**config.mk**
```make
export PLATFORM = sky130hd
export DESIGN_NAME = mm_result_collector
export DESIGN_NICKNAME = d
export VERILOG_FILES = /design/src/rtl/mm_pkg.sv /design/src/rtl/mm_frame_bank.sv /design/src/rtl/mm_result_collector.sv
export SDC_FILE = /design/constraint.sdc
export NUM_CORES = 1
export LEC_CHECK = 0
export ABC_CLOCK_PERIOD_IN_PS = 4950
export BUFFER_PORTS_ARGS = -buffer_cell sky130_fd_sc_hd__buf_2
export CAP_MARGIN = 20
export CELL_PAD_IN_SITES_DETAIL_PLACEMENT = 1
export CELL_PAD_IN_SITES_GLOBAL_PLACEMENT = 2
export CORE_MARGIN = 2
export CORE_UTILIZATION = 50
export CTS_CLUSTER_DIAMETER = 30
export DETAILED_ROUTE_END_ITERATION = 12
export GPL_ROUTABILITY_DRIVEN = 0
export HOLD_SLACK_MARGIN = 0.1
export PLACE_DENSITY_LB_ADDON = 0.1
export SLEW_MARGIN = 10
export SYNTH_ARGS = -nofsm -noshare
export SYNTH_HDL_FRONTEND = slang
export SYNTH_SLANG_ARGS = --single-unit
export TNS_END_PERCENT = 30
```
**constraint.sdc**
```tcl
create_clock -name clk -period 4.95 [get_ports clk]
set_input_delay 0.7425 -clock clk [delete_from_list [all_inputs] [get_ports clk]]
set_output_delay 0.7425 -clock clk [all_outputs]
set_load 0.01 [all_outputs]
```
**src/rtl/mm_pkg.sv**
```systemverilog
// Shared types for the matrix-multiplier result collector: FSM states and the
// per-bank frame descriptor.
package mm_pkg;

  localparam int unsigned MM_MAXE = 16;

  typedef enum logic [1:0] {
    C_IDLE  = 2'd0,
    C_CAP   = 2'd1,
    C_DROP  = 2'd2,
    C_CLOSE = 2'd3
  } cap_state_t;

  typedef enum logic {
    D_IDLE = 1'b0,
    D_SEND = 1'b1
  } drn_state_t;

  typedef struct packed {
    logic [2:0] rows;
    logic [2:0] cols;
    logic       err;
    logic [2:0] ep;
  } mm_desc_t;

  function automatic logic [2:0] sat3(input logic [5:0] v);
    return (v > 6'd7) ? 3'd7 : v[2:0];
  endfunction

endpackage

```
**src/rtl/mm_frame_bank.sv**
```systemverilog
// Two-bank frame store: one write port, one asynchronous read port, plus a
// full flag and a frame descriptor per bank.
module mm_frame_bank
  import mm_pkg::*;
#(
  parameter int unsigned DW   = 32,
  parameter int unsigned MAXE = MM_MAXE,
  parameter int unsigned AW   = $clog2(MAXE)
) (
  input  logic          clk,
  input  logic          rst,
  input  logic          wr_en,
  input  logic          wr_bank,
  input  logic [AW-1:0] wr_addr,
  input  logic [DW-1:0] wr_data,
  input  logic          rd_bank,
  input  logic [AW-1:0] rd_addr,
  output logic [DW-1:0] rd_data,
  output mm_desc_t      rd_desc,
  input  logic          set_en,
  input  logic          set_bank,
  input  mm_desc_t      set_desc,
  input  logic          clr_en,
  input  logic          clr_bank,
  output logic [1:0]    full
);

  logic [DW-1:0] mem  [2][MAXE];
  mm_desc_t      desc [2];

  always_ff @(posedge clk) begin
    if (wr_en) mem[wr_bank][wr_addr] <= wr_data;
  end

  // Set and clear never target the same bank: set only hits an empty bank.
  always_ff @(posedge clk or negedge rst) begin
    if (!rst) begin
      full    <= '0;
      desc[0] <= '0;
      desc[1] <= '0;
    end else begin
      if (set_en) begin
        full[set_bank] <= 1'b1;
        desc[set_bank] <= set_desc;
      end
      if (clr_en) full[clr_bank] <= 1'b0;
    end
  end

  assign rd_data = mem[rd_bank][rd_addr];
  assign rd_desc = desc[rd_bank];

endmodule

```
**src/rtl/mm_result_collector.sv**
```systemverilog
// Captures multiplier result frames into a double buffer and re-emits each
// frame on a ready/valid stream with row/frame delimiters and an error flag.
module mm_result_collector
  import mm_pkg::*;
#(
  parameter int unsigned DW   = 32,
  parameter int unsigned MAXE = MM_MAXE,
  parameter int unsigned DCW  = 8
) (
  input  logic           clk,
  input  logic           rst,
  input  logic [DW-1:0]  mm_data,
  input  logic           mm_valid,
  input  logic           mm_row_last,
  input  logic [2:0]     mm_ep,
  input  logic           mm_busy,
  output logic           o_valid,
  input  logic           o_ready,
  output logic [DW-1:0]  o_data,
  output logic           o_row_last,
  output logic           o_frame_last,
  output logic           o_err,
  output logic [2:0]     o_rows,
  output logic [2:0]     o_cols,
  output logic [DCW-1:0] drop_cnt,
  output logic           ovf
);

  localparam int unsigned AW = $clog2(MAXE);
  localparam logic [AW:0] MAXE_W = (AW+1)'(MAXE);

  cap_state_t    cstate, cstate_nxt;
  logic          wr_sel, busy_q, drop_r;
  logic [AW:0]   idx, idx_cur, idx_nxt;
  logic [2:0]    rows_r, cols_r, rows_cur, cols_cur, rows_nxt, cols_nxt;
  logic [2:0]    ep_r, ep_cur, ep_nxt;
  logic          col_set, col_set_cur, col_set_nxt;
  logic          err_r, err_cur, err_nxt;
  logic          fall, frame_start, cap_active, accept, is_err, store, ovf_hit;
  logic          close_set;
  mm_desc_t      close_desc;
  logic [1:0]    full;

  drn_state_t    dstate;
  logic          rd_sel;
  logic [AW-1:0] k;
  logic [2:0]    ccnt;
  mm_desc_t      rd_desc;
  logic [DW-1:0] rd_data;
  logic [5:0]    total, kp1;
  logic          k_last, row_last, hs, drain_done;

  assign fall        = busy_q & ~mm_busy;
  assign frame_start = (cstate == C_IDLE) && mm_valid;
  assign cap_active  = (cstate == C_CAP) || (frame_start && !full[wr_sel]);
  assign close_set   = (cstate == C_CLOSE) && !drop_r;

  // In C_IDLE the per-frame registers hold stale values; the first entry is
  // processed against zeroed "current" values so it can be written immediately.
  always_comb begin
    idx_cur     = (cstate == C_IDLE) ? '0 : idx;
    rows_cur    = (cstate == C_IDLE) ? '0 : rows_r;
    cols_cur    = (cstate == C_IDLE) ? '0 : cols_r;
    col_set_cur = (cstate == C_IDLE) ? 1'b0 : col_set;
    err_cur     = (cstate == C_IDLE) ? 1'b0 : err_r;
    ep_cur      = (cstate == C_IDLE) ? '0 : ep_r;
    accept      = cap_active && mm_valid;
    is_err      = accept && (mm_ep != 3'd0);
    store       = accept && !is_err && (idx_cur < MAXE_W);
    ovf_hit     = accept && !is_err && (idx_cur == MAXE_W);
    idx_nxt     = idx_cur + {{AW{1'b0}}, store};
    rows_nxt    = rows_cur;
    cols_nxt    = cols_cur;
    col_set_nxt = col_set_cur;
    if (store && mm_row_last) begin
      rows_nxt = sat3({3'b0, rows_cur} + 6'd1);
      if (!col_set_cur) begin
        cols_nxt    = sat3(6'(idx_cur) + 6'd1);
        col_set_nxt = 1'b1;
      end
    end
    err_nxt = err_cur | is_err;
    ep_nxt  = is_err ? mm_ep : ep_cur;
  end

  always_comb begin
    cstate_nxt = cstate;
    case (cstate)
      C_IDLE:         if (mm_valid) cstate_nxt = fall ? C_CLOSE : (full[wr_sel] ? C_DROP : C_CAP);
      C_CAP, C_DROP:  if (fall) cstate_nxt = C_CLOSE;
      C_CLOSE:        cstate_nxt = C_IDLE;
      default:        cstate_nxt = C_IDLE;
    endcase
  end

  always_comb begin
    close_desc     = '0;
    close_desc.err = err_r;
    close_desc.ep  = ep_r;
    if (!err_r) begin
      close_desc.rows = rows_r;
      close_desc.cols = cols_r;
    end
  end

  always_ff @(posedge clk or negedge rst) begin
    if (!rst) begin
      cstate   <= C_IDLE;
      wr_sel   <= 1'b0;
      busy_q   <= 1'b0;
      drop_r   <= 1'b0;
      idx      <= '0;
      rows_r   <= '0;
      cols_r   <= '0;
      col_set  <= 1'b0;
      err_r    <= 1'b0;
      ep_r     <= '0;
      drop_cnt <= '0;
      ovf      <= 1'b0;
    end else begin
      busy_q <= mm_busy;
      cstate <= cstate_nxt;
      if (cap_active) begin
        idx     <= idx_nxt;
        rows_r  <= rows_nxt;
        cols_r  <= cols_nxt;
        col_set <= col_set_nxt;
        err_r   <= err_nxt;
        ep_r    <= ep_nxt;
      end
      if (frame_start) begin
        drop_r <= full[wr_sel];
        if (full[wr_sel] && drop_cnt != '1) drop_cnt <= drop_cnt + 1'b1;
      end
      if (ovf_hit) ovf <= 1'b1;
      if (close_set) wr_sel <= ~wr_sel;
    end
  end

  mm_frame_bank #(
    .DW  (DW),
    .MAXE(MAXE),
    .AW  (AW)
  ) u_bank (
    .clk     (clk),
    .rst     (rst),
    .wr_en   (store),
    .wr_bank (wr_sel),
    .wr_addr (idx_cur[AW-1:0]),
    .wr_data (mm_data),
    .rd_bank (rd_sel),
    .rd_addr (k),
    .rd_data (rd_data),
    .rd_desc (rd_desc),
    .set_en  (close_set),
    .set_bank(wr_sel),
    .set_desc(close_desc),
    .clr_en  (drain_done),
    .clr_bank(rd_sel),
    .full    (full)
  );

  assign total      = {3'b0, rd_desc.rows} * {3'b0, rd_desc.cols};
  assign kp1        = 6'(k) + 6'd1;
  assign k_last     = rd_desc.err || (kp1 >= total) || (k == AW'(MAXE - 1));
  assign row_last   = rd_desc.err || (ccnt == rd_desc.cols - 3'd1);
  assign hs         = o_valid && o_ready;
  assign drain_done = hs && k_last;

  assign o_valid      = (dstate == D_SEND);
  assign o_data       = !o_valid ? '0 :
                        rd_desc.err ? {{(DW-3){1'b0}}, rd_desc.ep} : rd_data;
  assign o_row_last   = o_valid && row_last;
  assign o_frame_last = o_valid && k_last;
  assign o_err        = o_valid && rd_desc.err;
  assign o_rows       = o_valid ? rd_desc.rows : '0;
  assign o_cols       = o_valid ? rd_desc.cols : '0;

  always_ff @(posedge clk or negedge rst) begin
    if (!rst) begin
      dstate <= D_IDLE;
      rd_sel <= 1'b0;
      k      <= '0;
      ccnt   <= '0;
    end else begin
      case (dstate)
        D_IDLE: begin
          if (full[rd_sel]) begin
            dstate <= D_SEND;
            k      <= '0;
            ccnt   <= '0;
          end
        end
        D_SEND: begin
          if (hs) begin
            if (k_last) begin
              dstate <= D_IDLE;
              rd_sel <= ~rd_sel;
            end else begin
              k    <= k + 1'b1;
              ccnt <= row_last ? 3'd0 : ccnt + 3'd1;
            end
          end
        end
        default: dstate <= D_IDLE;
      endcase
    end
  end

endmodule

```
# Word-level counts from Yosys, hierarchy flattened
# Memory sizes are Yosys's and may differ from the RTL's.
# Cells that the tools add are included.
# totals
memories	1
out_inout_bits	51
inputBits	41
ram_bits	1024
word_cells	168
reg_bits	61
# classes
n_mux	59
n_mul	1
bitwise	13
n_addsub	8
order_cmp	14
n_reduce_logical	35
n_eq_ne	12
# memory_table
memory	depth	width	read_ports	rd_clocked_by_memory_dff	write_ports	line_no	text
u_bank.mem	2	512	1	0	1	mm_frame_bank.sv:28	logic [DW-1:0] mem [2][MAXE];
# ops
cell	count
512-bit 2-to-1 mux	1
32-bit 2-to-1 mux	5
32-bit binary-select mux with 4-bit select	1
32-bit demux with 4-bit select	1
3-bit 2-to-1 mux	15
10-bit 2-to-1 mux	4
20-bit bitwise mux	1
1-bit logical AND	19
1-bit 2-to-1 mux	13
2-bit 2-to-1 mux	6
4-bit 2-to-1 mux	3
10-bit demux with 1-bit select	1
5-bit greater-or-equal comparator, second input constant	2
4-bit inverter with 5-bit output	2
8-bit by 1-bit adder with 8-bit output, second input constant	1
2-bit inequality test, second input constant	4
8-bit inequality test, second input constant	1
4-bit case mux with 2 select lines	1
5-bit by 1-bit adder with 6-bit output, second input constant	1
5-bit by 6-bit greater-or-equal comparator with 1-bit output	1
6-bit by 3-bit greater-than comparator with 1-bit output, second input constant	1
3-bit by 3-bit multiplier with 6-bit output	1
6-bit 2-to-1 mux	1
2-bit case mux with 3 select lines	1
other kinds (38)	55

# Logic depth before layout (Yosys ltp)
# Gate-level depths: netlist (run 1).
# logic_depth
word_depth	12
depth_mapped	16
mapped_depth_nobuf	13

# Cells and area by module
# Synthesis (run 1) repeated with hierarchy kept, for this count alone.
# hier_totals
hier_cells	2604
hier_area_um2	43696.9
# modules_own_cells
module	area_each_um2	seq_area_each_um2	cells_per_inst	n_inst
mm_frame_bank	40809.1	31300.0	2290	1
mm_result_collector	2887.8	975.9	314	1

# Worst setup path after synthesis (run 1)
# OpenSTA, ideal clock, no wires.
# synth_path
kind	register to output
start	register rd_sel
end	output port o_frame_last
required_ns	4.208
arrival_ns	3.604
path_stages_with_launch	15
n_path_buf	3
path_slack_ns	0.604
cell_sequence	dfrtp_1 -> buf_4 -> buf_6 -> buf_6 -> mux2i_2 -> or2_2 -> fa_1 -> inv_1 -> ha_1 -> fa_1 -> inv_1 -> ha_1 -> a2111o_1 -> a211o_1 -> and2_1
# synth_via
elab_chain_cells	9
# synth_lines
item	line_no	text
start, declared	mm_result_collector.sv:45	logic rd_sel;
start signal, assigned	mm_result_collector.sv:198	rd_sel <= ~rd_sel;
1-bit inverter with 2-bit output (implied by the code) *	mm_frame_bank.sv:51	assign rd_desc = desc[rd_bank];
10-bit 2-to-1 mux (implied by the code) * (3 in series)	mm_frame_bank.sv:51	
3-bit by 3-bit multiplier with 6-bit output	mm_result_collector.sv:163	assign total = {3'b0, rd_desc.rows} * {3'b0, rd_desc.cols};
5-bit by 6-bit greater-or-equal comparator with 1-bit output	mm_result_collector.sv:165	assign k_last = rd_desc.err || (kp1 >= total) || (k == AW'(MAXE - 1));
1-bit logical OR * (2 in series)	mm_result_collector.sv:165	
1-bit logical AND *	mm_result_collector.sv:174	assign o_frame_last = o_valid && k_last;
end, declared	mm_result_collector.sv:21	output logic o_frame_last,
# Mark *: on every way between the ends. The rest lies on a longest branch, timed or not. The select of a mux whose other input is x is not followed.

# Final worst setup path (run 1)
# Ends and elaborated chain as after synthesis.

==> impl_metrics.csv, run 1 <==
group,metric,value,unit
synth,synthFlopType,"edfxtp_1",
setup_path,crit_path_start_kind,"register",
setup_path,crit_required,4210,ps
power,finalPower,30.81,mW
placement,placedCellCount,3177,
setup_path,crit_arrival,4260,ps
routing,firstDrtPassIters,5,
grt,grt-ovfl-total,0,
floorplan,initial_core_util,50.36,%
timing,skew,29.90,ps
cells_and_area,area_delta_synth_final,22.33,%
status,status,"finished, violations left",
power,power_density,588.3,nW/um^2
synth,syn_inst,1976,
synth,yosysWarnings,0,
setup_path,crit_family,"adder cells",
floorplan,dieArea,87980,um^2
timing,fmax,0.1999,GHz
floorplan,die_width,296.6,um
timing,finalCriticalPeriod,5003,ps
synth,avgSynthCellArea,21.66,um^2
setup_path,worstSetupPathType,"register to primary output",
clock_network,cts_tree,"built",
placement,numPortBuffers,91,
floorplan,num_rows,107,
clock_network,path_clk_slew,50,ps
synth,synth_seq_cells,1085,
floorplan,core,85010,um^2
grt,grt.total_usage,26.10,%
routing,initialDrtViolationCount,2094,
clock_network,numCtsBuffers,207,
grt,first_global_vias,23185,
synth,synth_fp_nets,2043,
power,ir_drop,391.1,uV
synth,synth_edf_count,1024,
routing,vias_per_cell,6.017,
timing,rsz0062_at_grt,"true",
grt,antenna_found_initial,7,
setup_path,rrSetupSlack,1030,ps
floorplan,pin_count,92,
timing,timing.final.crit_share,101.1,%
timing,setup_ws,-52.87,ps
cells_and_area,nNetsFinal,2322,
setup_path,worstPathMaxFanout,7,
flow_run,maxCapViolations,0,
setup_path,path_cells,"mux2i_1 > buf_4 > or2_4 > fa_1 > inv_1 > ha_2 > fa_2 > inv_2 > ha_4 > a2111o_1 > a211o_1 > and2_4 > buf_6",
routing,wirelength,111700,um
grt,grt_first_pass_wirelength,161000,um
routing,antenna_left,0,
synth,syn_area,42810,um^2
cells_and_area,drive_gt1_share,36.62,%
power,leakage,17.42,nW
setup_path,cpPeakStageDelay,560,ps
routing,num_vias,21547,
clock_network,worstSkewPairLatency,770,ps
synth,seq_area_frac_synth,75.39,%
clock_network,cts_sinks,1085,
setup_path,critPathBufInv,4,
timing,hold_viol_final,0,
clock_network,cts-htree-levels,4,
min_path,min_path_type,"input port to asynchronous set/reset pin",
cells_and_area,final_common_cell,"edfxtp_1",
timing,slew_headroom,39.15,%
placement,post-place-ws,534.5,ps
routing,wl_per_cell,31.18,um
clock_network,cts_buffer_depth,3,
floorplan,die_y,296.6,um
synth,async_flop_share,5.622,%
timing,tightest_slew,912.8,ps
setup_path,slowest_stage,"dfrtp_4",
timing,report.final.slew_viol_count,0,
placement,hpwl,57660,um
synth,ys_types,58,
cells_and_area,fin_cells,3581,
cells_and_area,layout_common_cells,"edfxtp_1 (1024), mux4_2 (311), clkbuf_16 (211), buf_2 (91), inv_1 (59)",
setup_path,worstSetupEndpointType,"primary output",
routing,drc,0,
grt,grt_max_degree,93,
timing,setup_viol,1,
status,violations,"setup timing",
clock_network,cts-root-buf,"clkbuf_16",
==> final cells by class <==
| cell class | count | area (um^2) |
|---|---|---|
| Fill cell | 6953 | 32640 |
| Sequential cell | 1085 | 32290 |
| Multi-Input combinational cell | 717 | 9985 |
| Clock buffer | 232 | 5336 |
| Clock inverter | 158 | 1623 |
| Tap cell | 1144 | 1431 |
| Timing Repair Buffer | 166 | 1408 |
| Inverter | 78 | 292.8 |
| Antenna cell | 1 | 2.502 |
==> where the power goes <==
| part | leakage, nW | internal [mW] | switching (mW) |
|---|---|---|---|
| logic | 4.08 | 3.16 | 3.29 |
| clock network | 3.35 | 8.97 | 4.79 |
| registers | 9.98 | 10.2 | 0.353 |
| total | 17.4 | 22.4 | 8.43 |
==> sequential cells by signal (all words and copies together), names as in the netlist, 2 cells and up <==
signal       count
u_bank.full      2
u_bank.desc     20
k                4
idx              5
rows_r           3
cstate           2
cols_r           3
u_bank.mem    1024
ccnt             3
drop_cnt         8
ep_r             3
==> timing repair <==
action / 4_1_cts / 5_1_grt
cloned: 1 / 2
setup endpoints to repair: 19 / 14
hold buffers: 1 / 0
pin swaps: 2 / 6
endpoints found under the hold margin: 1 / 0
setup buffers: 2 / 8
gates resized for setup: 6 / 19
==> path summary, 6_finish.rpt <==
check                                    start              to  depth (start not counted)
worst min register to register  u_bank.desc[5]  u_bank.desc[5]                          2
worst min-delay path                       rst            k[0]                          2
worst max register to register          rd_sel         ccnt[0]                         14
worst max-delay path                    rd_sel    o_frame_last                         13
min in group clk                       o_ready         o_valid                          2
max in group asynchronous                  rst          rd_sel                          2
==> routing by layer <==
layer	global-route usage [%]	share of wire, %	wire length, um
met5	0	0.040	45
met4	8.105	2.2	2403
met3	4.931	6.4	7178
met2	41.67	50	55280
met1	36.91	42	46760
==> cell usage after synthesis, types with 6 or more instances <==
cell      count  area share [%]
a21oi_1      27            0.32
buf_1        13            0.11
dfrtp_1      61             3.6
nor2_1       63            0.55
nand2b_1     15            0.22
edfxtp_1   1024              72
nand2_1      54            0.47
o21ai_0      24            0.28
ha_1         24            0.70
clkinv_1     11           0.096
nand3b_1      6            0.11
xnor2_1       8            0.16
mux2i_1      25            0.58
mux4_2      311              16
a31oi_1       6           0.088
xor2_1        6            0.12
inv_2         7           0.061
inv_1        60            0.53
o22ai_1      36            0.53
buf_2        13            0.15
nand3_1      26            0.30
clkbuf_1     39            0.34
nor2b_1      10            0.15
mux2_2       10            0.26
buf_6        27            0.71
==> cells by family after synthesis <==
| group | after synthesis | synth area share [%] |
|---|---|---|
| multiplexers | 349 | 17.31 |
| AND/OR/NAND/NOR | 197 | 2.151 |
| XOR/XNOR | 15 | 0.3390 |
| flip-flops | 1085 | 75.39 |
| adder cells (fa/ha/maj) | 26 | 0.7950 |
| buffers and inverters | 174 | 2.072 |
| AO/OA/AOI/OAI | 130 | 1.944 |
==> through the flow <==
| stage | utilization, % | instance area, um^2 | setup TNS [ps] | hold WS (ps) |
|---|---|---|---|---|
| finish | 61.60 | 52370 | -52.87 | 164.9 |
| floorplan | - | 42810 | 0 | 446.9 |
| detailed placement | 53.09 | 45130 | 0 | 474.5 |
| global route | 61.60 | 52370 | -197.9 | 213.6 |
| global placement | 53.08 | 45130 | 0 | 468.4 |
| CTS | 61.37 | 52170 | -394.8 | 169.9 |
No activity file was read; power rests on OpenSTA's default activity.
==> run 2, diff against run 1 <==
--- a/config.mk
+++ b/config.mk
@@ -17,6 +17,7 @@
 export GPL_ROUTABILITY_DRIVEN = 0
 export HOLD_SLACK_MARGIN = 0.1
 export PLACE_DENSITY_LB_ADDON = 0.1
+export RECOVER_POWER = 25
 export SLEW_MARGIN = 10
 export SYNTH_ARGS = -nofsm -noshare
 export SYNTH_HDL_FRONTEND = slang
==> run 2 against run 1 <==
Net effect: the flow still finishes with violations (setup timing); clock power about the same; count of clock-buffer cells in the layout did not move; setup slack better by 2.9 ps; critical path type unchanged; largest power group unchanged.
==> impl_metrics.csv, run 2 (same netlist as run 1, synthesis figures left out) <==
group,metric,value,unit
status,status,"finished, violations left",
cells_and_area,design_area,52340,um^2
placement,post-place-ws,534.5,ps
setup_path,worstPathMaxFanout,7,
grt,grt_first_pass_wirelength,161000,um
cells_and_area,final_common_cell,"edfxtp_1",
setup_path,slowest_stage,"dfrtp_4",
grt,antenna_found_initial,4,
clock_network,cts_sinks,1085,
clock_network,cts_tree,"built",
routing,drc,0,
setup_path,crit_start,"rd_sel",
setup_path,cpPeakStageDelay,560,ps
cells_and_area,reg_top3,"u_bank.mem x1024, u_bank.desc x20, drop_cnt x8",
cells_and_area,drive_gt1_share,35.71,%
setup_path,worstSetupPathType,"register to primary output",
timing,timing.final.crit_share,101.0,%
floorplan,num_rows,107,
floorplan,initial_core_util,50.36,%
flow_run,maxCapViolations,0,
floorplan,die_y,296.6,um
timing,skew,30.14,ps
setup_path,crit-reg2reg-launch,"rd_sel",
grt,grt_max_degree,93,
floorplan,die_width,296.6,um
clock_network,path_clk_slew,50,ps
cells_and_area,fillerInstances,6964,
cells_and_area,nNetsFinal,2322,
setup_path,worstSetupEndpointType,"primary output",
power,finalPower,30.81,mW
grt,first_global_vias,23185,
min_path,min_path_type,"input port to asynchronous set/reset pin",
clock_network,worstSkewPairLatency,770,ps
clock_network,cts_buffer_depth,3,
timing,hold_viol_final,0,
routing,initialDrtViolationCount,2089,
timing,report.final.slew_viol_count,0,
placement,place_area,45130,um^2
grt,grt.total_usage,26.10,%
power,leakage,17.36,nW
routing,wl_per_cell,31.18,um
routing,firstDrtPassIters,5,
timing,finalCriticalPeriod,5000,ps
clock_network,cts-root-buf,"clkbuf_16",
power,power_density,588.7,nW/um^2
status,violations,"setup timing",
timing,fmax,0.2000,GHz
grt,grt-ovfl-total,0,
setup_path,crit_arrival,4260,ps
clock_network,cts-htree-levels,4,
floorplan,pin_count,92,
placement,hpwl,57660,um
power,ir_drop,392.3,uV
cells_and_area,layout_common_cells,"edfxtp_1 (1024), mux4_2 (311), clkbuf_16 (211), buf_2 (69), inv_1 (59)",
setup_path,crit_path_start_kind,"register",
routing,antenna_left,0,
setup_path,crit_required,4210,ps
timing,setup_ws,-49.97,ps
cells_and_area,finish.utilization,61.57,%
cells_and_area,largest_reg_flops,1024,
timing,slew_headroom,12.57,%
routing,num_vias,21547,
cells_and_area,area.sequential,32290,um^2
clock_network,numCtsBuffers,207,
cells_and_area,multiInputGateArea,9985,um^2
timing,setup_viol,1,
routing,wirelength,111700,um
cells_and_area,area_delta_synth_final,22.27,%
timing,tightest_slew,1311,ps
placement,numPortBuffers,91,
floorplan,dieArea,87980,um^2
routing,vias_per_cell,6.015,
timing,rsz0062_at_grt,"true",
timing,whs,169.9,ps
setup_path,path_cells,"mux2i_1 > buf_4 > or2_4 > fa_1 > inv_1 > ha_2 > fa_2 > inv_2 > ha_4 > a2111o_1 > a211o_1 > and2_4 > buf_6",
floorplan,core,85010,um^2
cells_and_area,largest_register,"u_bank.mem",
## run 2: worst max-delay path, delay by kind of cell (launching register included)
family / cells / cell delay (ps)
AOI/OAI and AO/OA: 2 / 700
adders and majority gates: 4 / 1360
buffers and inverters: 4 / 360
DFF: 1 / 560
muxes: 1 / 150
and+or+nand+nor: 2 / 380
## run 2: what timing repair did
action                     4_1_cts  5_1_grt
hold endpoints to repair         1        0
gates cloned                     1        2
buffers inserted                 2        8
setup endpoints to repair       19       14
hold buffers                     1        0
resized for setup                6       19
pin swaps                        2        6
## run 2: metal layers
metal  vias up  global-route usage [%]  wire (um)  part of all wire (%)
met5         -                       0         26                 0.023
met4         4                   8.105       2362                   2.1
met3       167                   4.931       7050                   6.3
met2       844                   41.67      55360                    50
met1     11671                   36.91      46870                    42
li1       8861                       -          -                     -
## run 2: power by group
group	switching, mW	total [mW]	internal, mW
registers	0.352	10.6	10.3
clock network	4.78	13.8	8.97
logic	3.30	6.45	3.16
## run 2: per-stage QoR
step | TNS (ps) | cells
6_report | -49.97 | 3582
5_1_grt | -197.9 | 3580
4_1_cts | -394.8 | 3571
3_5_place_dp | 0 | 3177
3_3_place_gp | 0 | 3176
2_1_floorplan | 0 | 1976
## run 2: path summary, 6_finish.rpt
path                                       end  slack, ps  depth (start not counted)
worst min register to register  u_bank.desc[5]        480                          2
worst max register to register         ccnt[0]       1010                         14
worst min-delay path                      k[0]        170                          2
worst max-delay path              o_frame_last        -50                         13
min in group clk                       o_valid        260                          2
max in group asynchronous               rd_sel       4150                          2
## run 2: area by class of cell
cell class | count | share of cell area [%]
tap | 1144 | 2.735
timing repair buffer | 166 | 2.637
inverter | 78 | 0.5593
clock buffer | 232 | 10.19
antenna | 2 | 0.009561
sequential | 1085 | 61.69
clock inverter | 158 | 3.100
multi-input combinational | 717 | 19.07
==> run 3, diff against run 2 <==
--- a/config.mk
+++ b/config.mk
@@ -11,7 +11,7 @@
 export CELL_PAD_IN_SITES_DETAIL_PLACEMENT = 1
 export CELL_PAD_IN_SITES_GLOBAL_PLACEMENT = 2
 export CORE_MARGIN = 2
-export CORE_UTILIZATION = 50
+export CORE_UTILIZATION = 38
 export CTS_CLUSTER_DIAMETER = 30
 export DETAILED_ROUTE_END_ITERATION = 12
 export GPL_ROUTABILITY_DRIVEN = 0
==> run 3 against run 2 <==
Net effect: the flow still finishes with violations (setup timing); design area rose by 3.9%; total power up 9.4%; sequential power about the same; critical path depth fell by 1; first-iteration DRC count is 24% lower; die area grew 31%; sequential share of layout area down 2.3 points; fmax up 0.48%; utilization is 13 points lower; via count hardly changed; largest power group unchanged.
==> impl_metrics.csv, run 3 (same netlist as run 1, synthesis figures left out) <==
group,metric,value,unit
grt,grt.total_usage,20.92,%
timing,slew_headroom,11.47,%
routing,num_vias,21549,
min_path,min_path_type,"input port to asynchronous set/reset pin",
grt,antenna_found_initial,8,
cells_and_area,largest_register,"u_bank.mem",
grt,grtUsageMet3,4.105,%
timing,report.final.slew_viol_count,0,
grt,grt-ovfl-total,0,
setup_path,worstSetupEndpointType,"primary output",
timing,setup_viol,1,
grt,grt_first_pass_wirelength,171200,um
power,leakage,18.15,nW
cells_and_area,area_delta_synth_final,27.09,%
setup_path,crit_path_start_kind,"register",
setup_path,r2r_cells,14,
floorplan,num_rows,123,
timing,skew,26.85,ps
clock_network,cts_sinks,1085,
cells_and_area,drive_gt1_share,36.59,%
routing,wl_per_cell,29.77,um
clock_network,cts-root-buf,"clkbuf_16",
flow_run,maxCapViolations,0,
power,power_density,619.4,nW/um^2
cells_and_area,reg_top3,"u_bank.mem x1024, u_bank.desc x20, drop_cnt x8",
setup_path,crit-reg2reg-launch,"rd_sel",
clock_network,cts_buffer_depth,3,
cells_and_area,n_antenna_cell,0,
setup_path,critPathBufInv,3,
cells_and_area,finish.utilization,48.50,%
setup_path,worstSetupPathType,"register to primary output",
setup_path,path_cells,"mux2i_4 > or2_2 > fa_1 > inv_1 > ha_2 > fa_1 > inv_1 > ha_2 > a2111o_1 > a211o_1 > and2_4 > buf_2",
setup_path,worstPathMaxFanout,7,
grt,grt_max_degree,90,
setup_path,endpoint,"o_frame_last",
floorplan,die_width,339.6,um
placement,hpwl,61430,um
setup_path,rrSetupSlack,960,ps
placement,post-place-ws,419.2,ps
cells_and_area,final_common_cell,"edfxtp_1",
cells_and_area,fillerInstances,9964,
status,violations,"setup timing",
timing,tightest_slew,1328,ps
timing,setup_ws,-26.26,ps
grt,grt.met1_usage,28.61,%
setup_path,crit_required,4210,ps
floorplan,initial_core_util,38.16,%
setup_path,cpPeakStageDelay,540,ps
clock_network,worstSkewPairLatency,800,ps
grt,first_global_vias,23882,
routing,drc,0,
setup_path,crit_arrival,4230,ps
timing,timing.final.crit_share,100.5,%
grt,busiest_layer,"met2",
routing,antenna_left,0,
cells_and_area,area.sequential,32290,um^2
clock_network,cts_tree,"built",
cells_and_area,nNetsFinal,2361,
timing,rsz0062_at_grt,"true",
setup_path,crit_family,"adder cells",
floorplan,pin_count,92,
placement,numPortBuffers,91,
floorplan,core,112200,um^2
timing,fmax,0.2010,GHz
clock_network,path_clk_slew,40,ps
setup_path,crit_start,"rd_sel",
routing,wirelength,119300,um
clock_network,cts-htree-levels,4,
clock_network,numCtsBuffers,239,
power,ir_drop,388.9,uV
timing,fin_setup_tns,-26.26,ps
grt,met2_usage,34.41,%
setup_path,slowest_stage,"dfrtp_4",
status,status,"finished, violations left",
timing,finalCriticalPeriod,4976,ps
routing,vias_per_cell,5.375,
floorplan,dieArea,115400,um^2
cells_and_area,layout_common_cells,"edfxtp_1 (1024), mux4_2 (311), clkbuf_16 (245), buf_2 (69), inv_1 (60)",
cells_and_area,largest_reg_flops,1024,
cells_and_area,multiInputGateArea,9938,um^2
routing,firstDrtPassIters,5,
setup_path,worstSetupPathDepth,12,
timing,hold_viol_final,0,
setup_path,timing.rr.end,"ccnt[0]",
routing,initialDrtViolationCount,1578,
floorplan,die_y,339.6,um
## run 3: final cells by class
type | count | share of cell area, %
repair buffers | 173 | 2.709
flip-flops and latches | 1085 | 59.35
clock inverters | 182 | 4.257
multi-input cells | 717 | 18.27
clock buffers | 274 | 11.43
well taps | 1500 | 3.450
inverters | 78 | 0.5381
## run 3: through the flow
step / cells / area, um^2 / hold WS (ps) / power (mW)
5_1_grt: 4009 / 54410 / 191.8 / 35.00
3_3_place_gp: 3544 / 45700 / 471.2 / 17.22
4_1_cts: 4006 / 54380 / 150.2 / 34.08
2_1_floorplan: 1976 / 42810 / 446.9 / 15.31
3_5_place_dp: 3544 / 45700 / 478.6 / 17.26
6_report: 4009 / 54410 / 153.6 / 33.70
## run 3: worst register-to-register path: stages (launching register included)
cell and delay (ps):
dfrtp_4 540, mux2i_4 220, or2_2 290, fa_1 520, inv_1 50, ha_2 190, fa_1 520, inv_1 50
ha_2 180, a2111o_1 300, a211o_1 280, buf_4 140, buf_4 130, a21oi_2 250, mux2i_1 220
## run 3: routing by layer
metal / part of all wire [%] / routed length, um
met5: 0.025 / 30
met4: 1.7 / 2072
met3: 4.7 / 5616
met2: 50 / 59510
met1: 44 / 52110
## run 3: how the worst min path moves through the flow
stage                     depth (start not counted)         from  slack (ps)        endpoint
final                                             2          rst         150  u_bank.desc[7]
after global routing                              2          rst         190  u_bank.desc[7]
after CTS                                         2          rst         150  u_bank.desc[4]
after detailed placement                          1  drop_cnt[5]         480     drop_cnt[5]
after global placement                            1  drop_cnt[5]         470     drop_cnt[5]
after floorplan                                   0          rst         450          busy_q
## run 3: what timing repair did
item | 4_1_cts | 5_1_grt
cloned | 2 | 1
hold buffers | 1 | 0
pin swaps | 4 | 1
setup endpoints to repair | 29 | 17
setup buffers | 3 | 2
resized for setup | 10 | 3
hold endpoints to repair | 1 | 0
## run 3: report_power, final
group | switching, mW | total [mW] | internal [mW]
logic | 3.44 | 6.62 | 3.18
clock network | 5.06 | 16.5 | 11.5
registers | 0.286 | 10.5 | 10.3
total | 8.79 | 33.7 | 24.9
